===== src/rtl/alu_exec_unit.sv =====
// alu_exec_unit
//   Execute-stage ALU. It takes the 4-bit ALUControl code from the ALU
//   control decoder. Single-cycle ops register their result one clock after
//   Start. mul (code 8) runs as an iterative shift-add multiplier that
//   retires MUL_STEP_BITS multiplier bits per clock. It also produces the
//   Zero/branch-condition flag.
// Ports
//   Clk        : clock, rising edge
//   Reset      : synchronous, active-high
//   Start      : op request, sampled only while Busy=0
//   ALUControl : op code (0-9 arithmetic/logic/mul, 10-14 branch, 15 undefined)
//   A, B       : operands (A[4:0] is the shift amount for sll/srl, B is the value shifted)
//   Busy       : high while a multiply iterates
//   Done       : one-cycle pulse, ALUResult/Zero valid
//   ALUResult  : registered result, held until the next completion
//   Zero       : registered zero/branch-condition flag
module alu_exec_unit #(
  parameter int unsigned WIDTH         = 32,
  parameter int unsigned MUL_STEP_BITS = 1
) (
  input  logic             Clk,
  input  logic             Reset,
  input  logic             Start,
  input  logic [3:0]       ALUControl,
  input  logic [WIDTH-1:0] A,
  input  logic [WIDTH-1:0] B,
  output logic             Busy,
  output logic             Done,
  output logic [WIDTH-1:0] ALUResult,
  output logic             Zero
);

  localparam int unsigned N  = WIDTH / MUL_STEP_BITS;
  localparam int unsigned CW = (N > 1) ? $clog2(N) : 1;

  typedef enum logic {IDLE, MUL} state_t;

  state_t           state, state_next;
  logic [WIDTH-1:0] mcand, mplier, acc;
  logic [WIDTH-1:0] partial, mul_sum;
  logic [WIDTH-1:0] alu_res;
  logic             alu_zero;
  logic [CW-1:0]    count;
  logic             accept, accept_mul, last_step;

  assign accept     = (state == IDLE) && Start;
  assign accept_mul = accept && (ALUControl == 4'd8);
  assign last_step  = (state == MUL) && (count == CW'(N - 1));

  // State register
  always_ff @(posedge Clk) begin
    if (Reset) state <= IDLE;
    else       state <= state_next;
  end

  // Next-state logic
  always_comb begin
    state_next = state;
    case (state)
      IDLE:    if (accept_mul) state_next = MUL;
      MUL:     if (last_step)  state_next = IDLE;
      default: state_next = IDLE;
    endcase
  end

  // Output decode
  always_comb begin
    Busy = (state == MUL);
  end

  // Single-cycle result and flag
  always_comb begin
    alu_res  = '0;
    alu_zero = 1'b0;
    case (ALUControl)
      4'd0:  alu_res = A + B;
      4'd1:  alu_res = A - B;
      4'd2:  alu_res = A & B;
      4'd3:  alu_res = A | B;
      4'd4:  alu_res = ~(A | B);
      4'd5:  alu_res = A ^ B;
      4'd6:  alu_res = B << A[4:0];
      4'd7:  alu_res = B >> A[4:0];
      4'd9:  alu_res = WIDTH'($signed(A) < $signed(B));
      4'd10: alu_zero = !A[WIDTH-1];
      4'd11: alu_zero = (A != B);
      4'd12: alu_zero = !A[WIDTH-1] && (A != '0);
      4'd13: alu_zero = A[WIDTH-1] || (A == '0);
      4'd14: alu_zero = A[WIDTH-1];
      4'd15: alu_zero = 1'b1;
      default: alu_res = '0;
    endcase
    if (ALUControl <= 4'd9) alu_zero = (alu_res == '0);
  end

  // Partial product for the multiplier bits retired this step; walks shifted
  // copies so no variable bit index is needed.
  always_comb begin
    logic [WIDTH-1:0] mc_s;
    logic [WIDTH-1:0] mp_s;
    partial = '0;
    mc_s    = mcand;
    mp_s    = mplier;
    for (int unsigned i = 0; i < MUL_STEP_BITS; i++) begin
      if (mp_s[0]) partial = partial + mc_s;
      mc_s = mc_s << 1;
      mp_s = mp_s >> 1;
    end
  end

  assign mul_sum = acc + partial;

  // Datapath and result registers
  always_ff @(posedge Clk) begin
    if (Reset) begin
      Done      <= 1'b0;
      ALUResult <= '0;
      Zero      <= 1'b0;
      mcand     <= '0;
      mplier    <= '0;
      acc       <= '0;
      count     <= '0;
    end else begin
      Done <= 1'b0;
      if (accept_mul) begin
        mcand  <= A;
        mplier <= B;
        acc    <= '0;
        count  <= '0;
      end else if (accept) begin
        ALUResult <= alu_res;
        Zero      <= alu_zero;
        Done      <= 1'b1;
      end else if (state == MUL) begin
        mcand  <= mcand << MUL_STEP_BITS;
        mplier <= mplier >> MUL_STEP_BITS;
        acc    <= mul_sum;
        count  <= count + 1'b1;
        if (last_step) begin
          ALUResult <= mul_sum;
          Zero      <= (mul_sum == '0);
          Done      <= 1'b1;
        end
      end
    end
  end

endmodule


===== config.mk =====
export PLATFORM = sky130hd
export DESIGN_NAME = alu_exec_unit
export DESIGN_NICKNAME = d
export VERILOG_FILES = /design/src/rtl/alu_exec_unit.sv
export SDC_FILE = /design/constraint.sdc
export NUM_CORES = 1
export LEC_CHECK = 0
export CORE_MARGIN = 2
export CORE_UTILIZATION = 45
export DETAILED_ROUTE_END_ITERATION = 12
export HOLD_SLACK_MARGIN = 0.1
export PLACE_DENSITY_LB_ADDON = 0.3
export SYNTH_ARGS = -nofsm -noshare
export SYNTH_HDL_FRONTEND = slang
export SYNTH_SLANG_ARGS = --single-unit

===== constraint.sdc =====
create_clock -name Clk -period 14.1 [get_ports Clk]
set_input_delay 3.525 -clock Clk [delete_from_list [all_inputs] [get_ports Clk]]
set_output_delay 3.525 -clock Clk [all_outputs]
set_load 0.02 [all_outputs]

; Word level (Yosys, flattened, before mapping)
; Cells that the tools add are included.
[word_totals]
ff_bits = 136
input_bits = 71
output_inout_bits = 35
word_cells = 81
[op_classes]
n_addsub = 4
n_lt_le_gt_ge = 2
n_eq_ne = 18
shifts = 2
muxes = 22
bitwise_logic = 7
n_reduce_logical = 18
[op_table]
columns = operator, count
row1 = $mux W32, 10
row2 = $pmux W32 S9, 1
row3 = $logic_not A32 Y1, 3
row4 = $add A32 B32 Y32, 2
row5 = $and A32 B32 Y32, 1
row6 = $eq A4 B4 Y1 const B, 8
row7 = $lt A32 B32 Y1, 1
row8 = $ne A32 B32 Y1, 1
row9 = $not A32 Y32, 1
row10 = $or A32 B32 Y32, 1
row11 = $reduce_bool A32 Y1, 1
row12 = $shl A32 B5 Y32, 1
row13 = $shr A32 B5 Y32, 1
row14 = $sub A32 B32 Y32, 1
row15 = $xor A32 B32 Y32, 1
row16 = $eq A4 B3 Y1 const B, 4
row17 = $mux W1, 9
row18 = $eq A4 B2 Y1 const B, 2
row19 = $pmux W1 S6, 1
row20 = $reduce_bool A2 Y1, 3
row21 = $add A5 B1 Y5 const B, 1
row22 = $eq A5 B5 Y1 const B, 1
row23 = $eq A4 B1 Y1 const B, 1
row24 = $le A4 B4 Y1 const B, 1
row25 = other kinds (10), 16

; Logic depth before layout (Yosys ltp)
; Gate-level depths: netlist of run 1.
[depth]
depth_word = 6
mapped_depth = 19
ltp_nobuf = 16

; Worst setup path after synthesis of run 1
; Ideal clock, no wire load.
[synth_timing]
path_type = in2reg
start = input A[1]
end = register Zero
setup_ns = 0.060
arrival_time_ns = 7.793
t_required_ns = 14.040
setup_slack_ns = 6.247
stages = 19
n_path_buf = 5
path_cell_list = buf_2 inv_2 buf_2 buf_2 buf_2 buf_2 ha_1 a211oi_1 nor2_1 xor2_1 a221o_1 or4_4 or3_1 nor4_1 and4b_1 nand4_1 or4_1 nor4_2 a311o_1
[synth_via]
elab_chain_len = 6
word_cells_on_any_way = 19
cone_classes = add/sub (2) / order compare (1) / eq/ne (1) / shift (2) / mux (4) / bitwise (4) / reduce/logical (5)
[synth_rtl]
columns = item, line
row1 = start: declaration, 25  ; input logic [WIDTH-1:0] A,
row2 = "parallel branches: the longest is 4 deep, another holds $sub A32 B32 Y32", -
row3 = $mux W1 (*), 93  ; if (ALUControl <= 4'd9) alu_zero = (alu_res == '0);
row4 = $mux W1 (*), 130  ; end else if (accept) begin
row5 = end signal: assignment, 132  ; Zero <= alu_zero;
row6 = end signal: assignment, 141  ; Zero <= (mul_sum == '0);
row7 = end: declaration, 30  ; output logic Zero
; Every way passes the cells marked *.
; A chain may end at the register's enable or synchronous reset.

; Final worst setup path of run 1
[layout_timing]
start = input B[6]
end = register Zero
[layout_via]
elab_chain_len = 6
word_cells_on_any_way = 15
cone_classes = add/sub (2) / order compare (1) / eq/ne (1) / shift (2) / mux (4) / bitwise (4) / reduce/logical (1)
[layout_rtl]
columns = item, line
row1 = start: declaration, 26  ; input logic [WIDTH-1:0] B,
row2 = "parallel branches: the longest is 4 deep, another holds $sub A32 B32 Y32", -
row3 = $mux W1 (*), 93
row4 = $mux W1 (*), 130
; Marked as above.

==> results of run 1 <==
## power by group through the flow
stage	Sequential (mW)	Clock (mW)	Combinational, mW
after CTS	0.402	0.429	0.527
after detailed placement	0.410	0	0.525
after global placement	0.410	0	0.525
final	0.402	0.426	0.553
after global routing	0.403	0.446	0.576
after floorplan	0.416	0	0.311
## metal layers
metal  GRT usage [%]  up-vias  part of all wire, %
li1                -     8723                    -
met1            57.5     9584                   40
met3            11.5      303                   13
met2            59.2     1444                   40
met5               0        -                0.020
met4            24.5        2                  6.8
## cell families (layout without fill, tap and decap cells)
| group | after synthesis | in the layout | synth area share [%] |
|---|---|---|---|
| adders and majority gates | 132 | 132 | 9.93 |
| muxes | 150 | 150 | 11.1 |
| buffers and inverters | 297 | 293 | 6.91 |
| DFF | 136 | 136 | 16.1 |
| xor gates and xnor gates | 39 | 39 | 2.03 |
| AOI/OAI and AO/OA | 793 | 793 | 31.5 |
| other | 0 | 1 | 0 |
| and+or+nand+nor | 806 | 806 | 22.4 |
## tightest hold or removal path, cell delays in order, from the launching register on
cell and delay (ps):
dfxtp_1 300, nand2_1 50, a21oi_1 50
## state kept, by name (all words and copies together) (netlist names)
register	cells
Done	1
mplier	32
Busy	1
mcand	32
ALUResult	32
acc	32
Zero	1
count	5
## how the worst max path moves through the flow
stage | slack [ps] | startpoint | end
after floorplan | 6250 | A[1] | Zero
after global placement | 5610 | B[6] | Zero
after detailed placement | 5480 | B[6] | Zero
after CTS | 5900 | B[6] | Zero
after global routing | 5470 | B[6] | Zero
final | 5700 | B[6] | Zero
## cells in the mapped netlist (22+ instances only)
| master | instances |
|---|---|
| o21ai_0 | 103 |
| o211ai_1 | 32 |
| nand2_1 | 266 |
| nand3_1 | 47 |
| dfxtp_1 | 136 |
| nor2_1 | 238 |
| a221oi_1 | 34 |
| a21oi_1 | 238 |
| a21o_1 | 22 |
| clkbuf_1 | 141 |
| mux4_2 | 23 |
| mux2_2 | 34 |
| o221ai_1 | 22 |
| nor3_1 | 38 |
| buf_2 | 25 |
| xnor2_1 | 22 |
| nand2b_1 | 22 |
| mux2i_1 | 89 |
| nor2b_1 | 24 |
| nand4_1 | 30 |
| a22oi_1 | 77 |
| o22ai_1 | 31 |
| a211oi_1 | 53 |
| inv_1 | 110 |
| nor4_1 | 34 |
| ha_1 | 129 |
| and2_1 | 42 |
## cell type report
cell class	count	area (um^2)	area share (%)
multi-input combinational	1920	13000	69.8
inverter	112	420	2.25
timing repair buffer	149	1360	7.27
sequential	136	2730	14.6
tap	468	586	3.14
antenna	1	2.50	0.0134
clock buffer	20	447	2.39
clock inverter	12	103	0.550
==> results.cfg, run 1 <==
[power]
comb_power_share_pct = 40.1
p_int_mw = 0.818
ir_drop_v = 0.0000884
p_switching_mw = 0.564
power_mw = 1.38
powerDensity_mw_per_mm2 = 74.0
pwr-share-clk_pct = 30.8
netSwitchingFraction_pct = 40.8
p_leak_nw = 7.16
seq_power_share_pct = 29.1

[synthesis]
syn_nets = 2556
synth.area.top_cells = dfxtp_1 16%, ha_1 9.6%, a21oi_1 7.1%
synth_top_area_share_pct = 16.1
netlist_area_mm2 = 0.0169
yosysWarnings = 0
synthCells = 2353
synth.avg_cell_area_um2 = 7.17
yosys_register_bits = 136
ys_types = 85
synth-edff-count = 0
synth-async-reset-ratio_pct = 0
yosys.area.top_type = dfxtp_1
synthFlopType = dfxtp_1
yosysSeqAreaShare_pct = 16.1

[sta]
setup_slack_ps = 5700
rsz0062_at_grt = no
hold_viol = 0
timing.final.crit_period_ps = 8400
skew_ps = 12.3
hold_ws_ps = 448
finalCritPeriodShare_pct = 59.6
tns_ps = 0
slew_viol_final = 0
setup_viol = 0
slew_headroom_pct = 10.6
worst_pin_slew_ps = 1320
fmax_mhz = 119

[finish]
area_growth_pct = 10.7
final_area_mm2 = 0.0187
final_util_pct = 50.7
n_fill_cell = 3634
drive_above_1_share_pct = 7.02
final_common_cell = nand2_1
instances_no_fill = 2818
layout_common_cells = 266 x nand2_1, 238 x a21oi_1, 236 x nor2_1
nets = 2539

[drt]
first_pass_iters = 7
finalWirelength_mm = 83.5
first_iter_violations = 3113
via_per_inst = 7.12
drc = 0
drtAntennaViolNets = 0
wl_per_cell_um = 29.6
vias = 20100

[die]
initial_core_util_pct = 45.8
core_area_mm2 = 0.0368
die-area_mm2 = 0.0390
rows = 70
die_h_um = 198
die-width_um = 198
io_pins = 106

[global_route]
grt_overflow = 0
grt_first_pass_wirelength_mm = 122
grt_max_degree = 87
grt_pass1_vias = 18400
track_usage_pct = 42.2
grt_antenna_before_repair = 3

[worst_setup_path]
crit_cells = 15
reg2reg_slack_ps = 8660
rr_worst_depth = 15
critPathLaunchType = input pin
critPathKind = in2reg
crit_top_cell = inv_1
critPathSlowestCell = clkdlybuf4s50_1
path_buf_inv = 3
r2r-start = mplier[0]
cpPeakStageDelay_ps = 940
cp-end-kind = flip-flop
r2r_end = ALUResult[30]
cp_top_family = simple AND/OR/NAND/NOR gates
arrival_ps = 8780
crit_chain = clkdlybuf4s50_1, inv_1, ha_1, inv_1, nor4_1, a2111oi_0, o21bai_1, o211ai_1, a211o_1, mux2i_1, nor4b_1, and4b_1, nand4_1, nor4_2, a311o_1
crit_required_ps = 14480
cp_max_fo = 11

[clocking]
cts_root_buf = clkbuf_16
cts_max_level = 4
clock_sinks = 136
holdBufCountCts = 0
ctsLongestPathBuffers = 2
cts-resized-gates = 0
post_cts_buffers = 0
clk_latency_ps = 440
cts_tree = yes
clk_pin_slew_ps = 60
cts_buffers = 17

[min_path]
hold_path_class = reg2reg
hold_end = ALUResult[30]
hp-start = ALUResult[30]
whs_path_depth = 2

[placed_design]
portBuffers = 105
hpwl_mm = 63.8
placed_area_mm2 = 0.0181
dp.cells = 2785
dp_slack_ps = 5480
gp_congestion = 1.09

[job]
max_cap_violations = 0

[status]
status = finished, final reports clean
No activity file was read; power rests on OpenSTA's default activity.
==> run 2, diff against run 1 <==
==> constraint.sdc (replaced) <==
create_clock -name Clk -period 7.5 [get_ports Clk]
set_input_delay 1.875 -clock Clk [delete_from_list [all_inputs] [get_ports Clk]]
set_output_delay 1.875 -clock Clk [all_outputs]
set_load 0.02 [all_outputs]
==> run 2 against run 1 <==
Setup slack worse by 5300 ps. Via count up 1.9%. Final cell count up 1.3%. Power up 97%. Utilization up 0.96 points. Clock skew up 5.3 ps. Non-clock buffer count up 35. Register-to-register slack worse by 6400 ps. Largest power group unchanged.
==> results.cfg, run 2 (synthesis gave the netlist of run 1 again) <==
[finish]
instances_no_fill = 2856
final_common_cell = nand2_1
seq_area_mm2 = 0.00273
n_fill_cell = 3637
nets = 2574
area_growth_pct = 12.8
final_util_pct = 51.7
drive_above_1_share_pct = 8.52
layout_common_cells = 266 x nand2_1, 238 x a21oi_1, 236 x nor2_1
multi_input_area_mm2 = 0.0130
final_area_mm2 = 0.0190

[die]
core_area_mm2 = 0.0368
rows = 70
initial_core_util_pct = 45.8
die-area_mm2 = 0.0390
io_pins = 106
die-width_um = 198
die_h_um = 198

[placed_design]
portBuffers = 105
placed_area_mm2 = 0.0184
hpwl_mm = 69.0
gp_congestion = 1.13
dp.cells = 2820

[sta]
worst_pin_slew_ps = 1310
hold_ws_ps = 453
tns_ps = 0
slew_headroom_pct = 11.6
slew_viol_final = 0
hold_viol = 0
finalCritPeriodShare_pct = 94.4
timing.final.crit_period_ps = 7080
fmax_mhz = 141
setup_viol = 0
rsz0062_at_grt = no
skew_ps = 17.6

[global_route]
grt_antenna_before_repair = 3
grt_max_degree = 86
grt_first_pass_wirelength_mm = 127
grt_pass1_vias = 18600
track_usage_pct = 44.6
grt_overflow = 0

[job]
max_cap_violations = 0

[clocking]
cts_tree = yes
holdBufCountCts = 0
post_cts_buffers = 0
cts_root_buf = clkbuf_16
cts_max_level = 4
clk_latency_ps = 470
clk_pin_slew_ps = 60
ctsLongestPathBuffers = 2
clock_sinks = 136
cts-resized-gates = 0
cts_buffers = 17

[drt]
first_iter_violations = 2950
drtAntennaViolNets = 0
first_pass_iters = 6
via_per_inst = 7.16
wl_per_cell_um = 31.0
vias = 20400
finalWirelength_mm = 88.6
drc = 0

[worst_setup_path]
cpPeakStageDelay_ps = 1050
critPathLaunchType = input pin
arrival_ps = 7480
crit_chain = clkdlybuf4s50_1, inv_1, ha_1, inv_1, nand4_1, nor4_1, a2111oi_0, a31oi_1, a31oi_1, o21ai_0, and4b_1, nand4_1, or4_1, nor4_2, a311o_1
cp_max_fo = 8
critPathKind = in2reg
cp-end-kind = flip-flop
critPathSlowestCell = o21ai_0
crit_required_ps = 7900

[power]
powerDensity_mw_per_mm2 = 143
ir_drop_v = 0.000154
p_leak_nw = 7.36

[status]
status = finished, final reports clean

[min_path]
hold_path_class = reg2reg
## run 2: cell type report
type | count | share of cell area [%]
diodes | 4 | 0.0526
clock buffers | 18 | 2.31
clock inverters | 14 | 0.849
inverters | 112 | 2.21
multi-input cells | 1920 | 68.5
flip-flops and latches | 136 | 14.3
well taps | 468 | 3.08
repair buffers | 184 | 8.65
## run 2: metal layers
metal,GRT usage (%),share of wire [%],vias to the layer above
li1,-,-,8806
met1,59.8,40,9806
met2,64.1,41,1496
met3,9.87,12,329
met4,28.6,7.3,4
met5,0,0.032,-
## run 2: worst max-delay path: cells and delay by family
family / cells / cell delay [ps]
compound gates: 5 / 2180
simple gates: 6 / 1720
fa+ha+maj: 1 / 440
buf+inv: 3 / 1250
## run 2: final timing paths
path,from,slack [ps],depth (start not counted),end
worst min register to register,ALUResult[20],450,2,ALUResult[20]
worst max register to register,mplier[0],2220,17,ALUResult[30]
worst max-delay path,B[17],420,15,Zero
worst min-delay path,ALUResult[20],450,2,ALUResult[20]
## run 2: power breakdown
group | switching, mW | internal, mW | total (mW) | leakage, nW
Clock | 0.380 | 0.506 | 0.885 | 0.279
Sequential | 0.0162 | 0.741 | 0.757 | 1.10
Combinational | 0.726 | 0.348 | 1.07 | 5.97
## run 2: per-stage QoR
step	total power [mW]	worst slack [ps]
finish	2.72	418
global placement	1.79	343
floorplan	1.37	1300
CTS	2.67	771
global route	2.79	376
detailed placement	1.79	279
